===== config.mk =====
export PLATFORM = sky130hd
export DESIGN_NAME = fetch_sequencer
export DESIGN_NICKNAME = d
export VERILOG_FILES = /design/src/rtl/fetch_sequencer_pkg.sv /design/src/rtl/fetch_sequencer_branch_lut.sv /design/src/rtl/fetch_sequencer.sv
export SDC_FILE = /design/constraint.sdc
export NUM_CORES = 1
export LEC_CHECK = 0
export ABC_AREA = 1
export BUFFER_PORTS_ARGS = -buffer_cell sky130_fd_sc_hd__buf_4
export CORE_MARGIN = 2
export CORE_UTILIZATION = 55
export DETAILED_ROUTE_END_ITERATION = 10
export GPL_ROUTABILITY_DRIVEN = 0
export PLACE_DENSITY = 0.76
export SETUP_SLACK_MARGIN = 0.3
export SLEW_MARGIN = 10
export SYNTH_ARGS = -nofsm -noshare
export SYNTH_HDL_FRONTEND = slang
export SYNTH_SLANG_ARGS = --single-unit

===== constraint.sdc =====
create_clock -name Clk -period 5 [get_ports Clk]
set_input_delay 0.25 -clock Clk [delete_from_list [all_inputs] [get_ports Clk]]
set_output_delay 0.25 -clock Clk [all_outputs]
set_load 0.03 [all_outputs]

===== src/rtl/fetch_sequencer_pkg.sv =====
// rtl/fetch_sequencer_pkg.sv - shared state type and default sizes for the fetch sequencer
package Definitions;

    typedef enum logic [1:0] {
        IDLE = 2'd0,
        RUN  = 2'd1,
        HALT = 2'd2
    } fetch_state_t;

    localparam int PC_W_DEF      = 10;
    localparam int LUT_DEPTH_DEF = 16;

endpackage


===== src/rtl/fetch_sequencer_branch_lut.sv =====
// rtl/fetch_sequencer_branch_lut.sv - branch target table, split hi/lo byte write, combinational read
module branch_lut
    import Definitions::*;
#(
    parameter int PC_W      = PC_W_DEF,
    parameter int LUT_DEPTH = LUT_DEPTH_DEF,
    parameter int IDX_W     = $clog2(LUT_DEPTH)
) (
    input  logic             clk,
    input  logic             rst,
    input  logic [IDX_W-1:0] rd_idx,
    output logic [PC_W-1:0]  rd_data,
    input  logic             wr_en,
    input  logic             wr_hi,
    input  logic [IDX_W-1:0] wr_idx,
    input  logic [7:0]       wr_data
);

    logic [PC_W-1:0] entries [LUT_DEPTH];

    // Read sees the pre-edge contents, so a same-cycle write/branch uses the old target.
    assign rd_data = entries[rd_idx];

    always_ff @(posedge clk or posedge rst) begin
        if (rst) begin
            for (int i = 0; i < LUT_DEPTH; i++) begin
                entries[i] <= '0;
            end
        end else if (wr_en) begin
            if (wr_hi) begin
                entries[wr_idx][PC_W-1:8] <= wr_data[PC_W-9:0];
            end else begin
                entries[wr_idx][7:0] <= wr_data;
            end
        end
    end

endmodule


===== src/rtl/fetch_sequencer.sv =====
// rtl/fetch_sequencer.sv - PC / branch sequencer with Start/Ack handshake and HLT stop
// Optional executed-instruction counter: define FETCH_CYCLE_COUNT_EN.
module fetch_sequencer
    import Definitions::*;
#(
    parameter int PC_W      = PC_W_DEF,
    parameter int LUT_DEPTH = LUT_DEPTH_DEF
) (
    input  logic            Clk,
    input  logic            Reset,
    input  logic            Start,
    input  logic [8:0]      Instruction,
    input  logic [7:0]      Acc_Data,
    input  logic            Halt_Req,
    input  logic            PC_Jmp_Flag,
    input  logic            PC_Beq_Flag,
    input  logic            LUT_Write_En,
    input  logic            LUT_Load_Hi,
    output logic [PC_W-1:0] PC,
    output logic            Instr_Valid,
    output logic            Ack,
    output logic            Overrun,
    output logic [15:0]     Cycle_Count
);

    localparam int IDX_W = $clog2(LUT_DEPTH);

    fetch_state_t    state_q, state_d;
    logic [PC_W-1:0] pc_q, pc_d;
    logic            overrun_q, overrun_d;
    logic            ack_q;
    logic            start_accept;
    logic            lut_wr;
    logic [PC_W-1:0] lut_target;
    logic [IDX_W-1:0] lut_idx;
    logic            unused_bits;

    assign lut_idx     = Instruction[IDX_W-1:0];
    assign unused_bits = ^Instruction[8:IDX_W];
    assign lut_wr      = (state_q == RUN) && LUT_Write_En;

    branch_lut #(
        .PC_W      (PC_W),
        .LUT_DEPTH (LUT_DEPTH)
    ) u_lut (
        .clk     (Clk),
        .rst     (Reset),
        .rd_idx  (lut_idx),
        .rd_data (lut_target),
        .wr_en   (lut_wr),
        .wr_hi   (LUT_Load_Hi),
        .wr_idx  (lut_idx),
        .wr_data (Acc_Data)
    );

    always_comb begin
        state_d      = state_q;
        pc_d         = pc_q;
        overrun_d    = overrun_q;
        start_accept = 1'b0;
        case (state_q)
            IDLE, HALT: begin
                if (Start) begin
                    start_accept = 1'b1;
                    state_d      = RUN;
                    pc_d         = '0;
                    overrun_d    = 1'b0;
                end
            end
            RUN: begin
                if (Halt_Req) begin
                    state_d = HALT;
                end else if (PC_Jmp_Flag || PC_Beq_Flag) begin
                    pc_d = lut_target;
                end else if (pc_q == {PC_W{1'b1}}) begin
                    // No wrap: falling off the end of memory stops the program.
                    state_d   = HALT;
                    overrun_d = 1'b1;
                end else begin
                    pc_d = pc_q + 1'b1;
                end
            end
            default: begin
                state_d = IDLE;
                pc_d    = '0;
            end
        endcase
    end

    always_ff @(posedge Clk or posedge Reset) begin
        if (Reset) begin
            state_q   <= IDLE;
            pc_q      <= '0;
            overrun_q <= 1'b0;
            ack_q     <= 1'b0;
        end else begin
            state_q   <= state_d;
            pc_q      <= pc_d;
            overrun_q <= overrun_d;
            ack_q     <= (state_d == HALT);
        end
    end

    assign PC          = pc_q;
    assign Ack         = ack_q;
    assign Overrun     = overrun_q;
    assign Instr_Valid = (state_q == RUN);

`ifdef FETCH_CYCLE_COUNT_EN
    logic [15:0] count_q;

    always_ff @(posedge Clk or posedge Reset) begin
        if (Reset) begin
            count_q <= '0;
        end else if (start_accept) begin
            count_q <= '0;
        end else if ((state_q == RUN) && (count_q != 16'hFFFF)) begin
            count_q <= count_q + 16'd1;
        end
    end

    assign Cycle_Count = count_q;
`else
    assign Cycle_Count = '0;
`endif

endmodule


# --- After elaboration in Yosys (flattened, before gate mapping) ---
# Index checks and enable logic that the tools add are counted.
totals:
  reg_bits: 174
  elab_cells: 66
  output_inout_bits: 29
classes:
  order_cmp: 2
  n_bitwise: 1
  mux: 25
  eq_ne: 9
  reduce_logical: 8
  add_sub_neg: 1
ops:
  columns: ["operator", "n"]
  rows:
  - ["$bwmux W160", 2]
  - ["$mux W160", 1]
  - ["$demux W10 S4", 2]
  - ["$mux W10", 7]
  - ["$bmux W10 S4", 1]
  - ["$pmux W10 S2", 1]
  - ["$add A10 B1 Y10 const B", 1]
  - ["$eq A10 B10 Y1 const B", 1]
  - ["$mux W2", 4]
  - ["$mux W8", 1]
  - ["$ne A2 B2 Y1 const B", 3]
  - ["$ge A5 B5 Y1 const B", 1]
  - ["$lt A5 B1 Y1 const B", 1]
  - ["$not A4 Y5", 1]
  - ["$reduce_and A5 Y1", 1]
  - ["$eq A2 B2 Y1 const B", 2]
  - ["$mux W1", 4]
  - ["$pmux W2 S2", 1]
  - ["$ne A3 B3 Y1 const B", 1]
  - ["$reduce_and A3 Y1", 1]
  - ["$eq A2 B1 Y1 const B", 1]
  - ["$logic_and A1 B1 Y1", 2]
  - ["$logic_not A2 Y1", 1]
  - ["$ne A2 B1 Y1 const B", 1]
  - ["other kinds (4)", 4]

# --- Longest topological paths before layout ---
logic_depth:
  ltp_word: 7
  ltp_mapped: 13
  depth_no_buf: 11

# --- Cells and area by module ---
# A second synthesis with hierarchy kept.
unflattened:
  cells_unflattened: 1227
  hier_area_um2: 9042.4
by_module_without_submodules:
  columns: ["mod", "area_per_inst_um2", "n_inst", "cells_per_inst"]
  rows:
  - ["branch_lut", 7955.1, 1, 1068]
  - ["fetch_sequencer", 1087.3, 1, 159]

# --- Least setup slack after synthesis ---
# No wires, ideal clock.
synth_path:
  kind: "register to register"
  from: "reg pc_q[0] (netlist: PC[0])"
  to: "reg pc_q[9] (netlist: PC[9])"
  path_stages_with_launch: 11
  t_required_ns: 4.883
  path_buffers: 0
  period_less_slack_ns: 1.749
  slack_ns: 3.251
  setup_ns: 0.117
  arrival_time_ns: 1.632
  cell_sequence: "dfrtp_1 > ha_1 > nand2_1 > nor3b_2 > nand3_1 > nand3_1 > inv_2 > nand2_1 > inv_1 > nand2_1 > nand2_1"
synth_via:
  elab_chain_cells: 5
  elab_cells_between_ends: 8
synth_rtl:
  columns: ["element", "line_no", "rtl"]
  rows:
  - ["start: declaration", "fetch_sequencer.sv:29", "logic [PC_W-1:0] pc_q, pc_d;"]
  - ["start signal: assignment", "fetch_sequencer.sv:98", "pc_q <= pc_d;"]
  - ["$add A10 B1 Y10", "fetch_sequencer.sv:80", "pc_d = pc_q + 1'b1;"]
  - ["$mux W10", "fetch_sequencer.sv:75", "end else if (pc_q == {PC_W{1'b1}}) begin"]
  - ["$mux W10", "fetch_sequencer.sv:73", "end else if (PC_Jmp_Flag || PC_Beq_Flag) begin"]
  - ["$mux W10", "fetch_sequencer.sv:71", "if (Halt_Req) begin"]
  - ["$pmux W10 S2", "fetch_sequencer.sv:61", "case (state_q)"]
# Parallel ways exist; a longest one is shown, timed or not. The select of a mux whose other input is x is not followed.
# A chain may end at the register's enable or synchronous reset.

# --- Worst setup path after layout ---
layout_path:
  from: "in Instruction[0]"
  to: "reg u_lut.entries[110] (netlist name)"
layout_via:
  elab_chain_cells: 7
  elab_cells_between_ends: 10
layout_rtl:
  columns: ["element", "line_no", "rtl"]
  rows:
  - ["start: declaration", "fetch_sequencer.sv:12", "input logic [8:0] Instruction,"]
  - ["$not A4 Y5 (not written as such) (*)", "fetch_sequencer_branch_lut.sv:31, fetch_sequencer_branch_lut.sv:33", null]
  - ["$ge A5 B5 Y1 (not written as such) / $lt A5 B1 Y1 (equally long branches)", "fetch_sequencer_branch_lut.sv:33", "entries[wr_idx][7:0] <= wr_data;"]
  - ["$logic_and A1 B1 Y1 (not written as such)", "fetch_sequencer_branch_lut.sv:33", null]
  - ["$mux W8 (not written as such)", "fetch_sequencer_branch_lut.sv:33", null]
  - ["$demux W10 S4", "fetch_sequencer_branch_lut.sv:33", null]
  - ["$bwmux W160", "fetch_sequencer_branch_lut.sv:33", null]
  - ["$mux W160 (*)", "fetch_sequencer_branch_lut.sv:30", "if (wr_hi) begin"]
  - ["end signal: indexed assignment", "fetch_sequencer_branch_lut.sv:31", "entries[wr_idx][PC_W-1:8] <= wr_data[PC_W-9:0];"]
  - ["end signal: indexed assignment", "fetch_sequencer_branch_lut.sv:33", null]
  - ["end: declaration", "fetch_sequencer_branch_lut.sv:19", "logic [PC_W-1:0] entries [LUT_DEPTH];"]
# Mark *: on every way between the ends. The rest lies on a longest branch, timed or not.

==> out/qor.yml <==
outcome:
  status: "finished, final reports clean"
power:
  p_clk_share_pct: 35.5
  powerDensity_mw_per_mm2: 387
  swShare_pct: 29.2
  ir_drop_v: 0.000275
  total_power_w: 0.00355
  p_int_w: 0.00251
  p_leak_nw: 4.71
  pwr-share-seq_pct: 49.2
  power.switching_w: 0.00103
  power_frac_comb_pct: 15.4
routing:
  avgRoutedWirePerCell_um: 15.4
  vias_per_cell: 5.43
  post-route-drc-count: 0
  ant_nets: 0
  drt_iter0_drc: 715
  dr.pass1.iters: 7
  vias: 6897
  wirelength_um: 19500
global_route:
  gr-usage-met3_pct: 4.34
  grt_max_degree: 175
  met2_usage_pct: 41.9
  first_global_vias: 6474
  grt_use_met1_pct: 34.7
  track_usage_pct: 25.6
  grt_pass1_wl_um: 32900
  grt-busiest-layer: "met2"
  grt_overflow_total: 0
  grt_antenna_before_repair: 0
cells_and_area:
  mostFrequentLayoutCells: "497 x nand2_1, 174 x dfrtp_1, 86 x o21ai_0, 68 x o21ai_1, 51 x nor2_1"
  fill_cells: 1381
  nNetsFinal: 1095
  areaGrowthSynthToFinish_pct: 8.14
  diodes: 0
  final_common_cell: "nand2_1"
  drive_gt1_share_pct: 10.4
floorplanning:
  die-area_mm2: 0.0164
  die_w_um: 128
  die_y_um: 128
  core_mm2: 0.0151
  boundaryPins: 54
  num_rows: 45
  start_util_pct: 55.9
clock_network:
  post_cts_buffers: 0
  h-tree-depth: 4
  cts_buffers: 17
  cts_sinks: 174
  clockBufferDepth: 2
  clock-root-buffer: "clkbuf_16"
  clk_pin_slew_worst_paths_ns: 0.07
  cts_tree: "yes"
  clk_latency_ns: 0.44
  post_cts_resize_count: 0
  cts_hold_buf: 0
worst_setup_path:
  crit_arrival_ns: 2.59
  critPathLaunch: "Instruction[0]"
  r2r_start: "state_q[0]"
  crit_fanout: 37
  worstPathRequired_ns: 5.28
  start_kind: "primary input"
  endpoint_kind: "flop"
  reg2reg_depth: 7
  regToRegEndpoint: "u_lut.entries[81]"
  critPathKind: "primary input to flop"
  worst-r2r-setup-slack_ns: 2.96
synthesis:
  synth_cell_types: 31
  syn_avg_cell_area_um2: 7.92
  synth_area_leader_cell: "dfrtp_1"
  synth-edff-count: 0
  synthArstFlopShare_pct: 100
  synth.top_cells.by_area: "dfrtp_1 51%, nand2_1 22%, o21ai_0 5.1%, o21ai_1 4.0%, o21ai_2 2.4%"
  ys.flop_type: "dfrtp_1"
  synth_area_mm2: 0.00847
  synth_cells: 1069
  yosysTopAreaCellShare_pct: 51.4
  ys_warn_count: 0
  ys_seq_elements: 174
  synth_seq_area_share_pct: 51.4
sta:
  fin_ws_ns: 2.69
  max_slew.worst_pin.slew_ns: 1.16
  fmax_ghz: 0.432
  setup_viol: 0
  finalSetupTns_ns: 0
  hold_viol: 0
  slew_headroom_pct: 22.6
  finClkSkew_ns: 0.00941
  rsz0062_at_grt: "no"
  maxSlewViolCount: 0
  finalCritPeriodShare_pct: 46.2
  min_period_ns: 2.31
place:
  dp_hpwl_um: 12200
  place_ws_ns: 2.22
  portBuffers: 32
flow_run:
  drv_cap: 0
hold_path:
  hold_path_class: "primary input to asynchronous set/reset pin"
cell usage after synthesis (12+ instances only):
cell        n
nand4_1    15
dfrtp_1   174
o21ai_1    68
inv_1      30
nand2_1   497
o21ai_0    86
buf_2      20
o21ai_2    23
nor2_1     51
nand2_4    12
buf_4      17
clkbuf_1   19
cell families after synthesis:
family,count (synthesis),share of synthesized area [%]
buffers and inverters,103,6.69
and+or+nand+nor,594,28.6
other,1,0.0443
DFF,174,51.4
xor gates and xnor gates,5,0.517
AOI/OAI and AO/OA,191,12.6
adders and majority gates,1,0.148
worst max path at each step:
stage / to / slack (ns)
2_1_floorplan: Ack / 2.53
3_3_place_gp: u_lut.entries[111] / 2.26
3_5_place_dp: u_lut.entries[110] / 2.22
4_1_cts: u_lut.entries[112] / 2.72
5_1_grt: u_lut.entries[116] / 2.49
6_report: u_lut.entries[110] / 2.69
layout make-up:
class / count / area, um^2 / area share [%]
clock inverters: 12 / 115 / 1.26
repair buffers: 34 / 268 / 2.92
inverters: 35 / 135 / 1.48
clock buffers: 20 / 447 / 4.88
multi-input cells: 807 / 3610 / 39.4
flip-flops and latches: 174 / 4350 / 47.5
well taps: 188 / 235 / 2.57
registers in the layout, indices dropped and copies added, names as in the netlist:
name / count
u_lut.entries: 160
Overrun: 1
Ack: 1
PC: 10
state_q: 2
critical path, stage by stage:
cell     delay (ns)
buf_4          0.26
nor2_2         0.86
inv_1          0.41
nor2_1         0.23
nand2_1        0.32
nand2_1        0.16
o21ai_0        0.09
routing by layer:
metal	vias to the layer above	routed length, um
li1	3376	-
met3	27	984
met1	3294	8770
met5	-	0
met2	200	9420
met4	0	354
power groups by stage:
stage / logic, W / clock network, W / registers [W]
final: 0.000546 / 0.00126 / 0.00174
after global routing: 0.000630 / 0.00133 / 0.00177
after global placement: 0.000530 / 0 / 0.00176
after detailed placement: 0.000546 / 0 / 0.00176
after CTS: 0.000550 / 0.00127 / 0.00174
after floorplan: 0.000419 / 0 / 0.00175
per-stage QoR:
| stage | hold WS, ns | std cells | instance area, um^2 | utilization [%] |
|---|---|---|---|---|
| 6_report | 0.0822 | 1270 | 9160 | 60.5 |
| 5_1_grt | 0.178 | 1270 | 9160 | 60.5 |
| 4_1_cts | 0.119 | 1270 | 9160 | 60.5 |
| 3_5_place_dp | 0.468 | 1238 | 8600 | 56.8 |
| 3_3_place_gp | 0.465 | 1238 | 8600 | 56.8 |
| 2_1_floorplan | 0.416 | 1084 | 8530 | - |
Note: power is estimated with default switching activity, not from simulation.
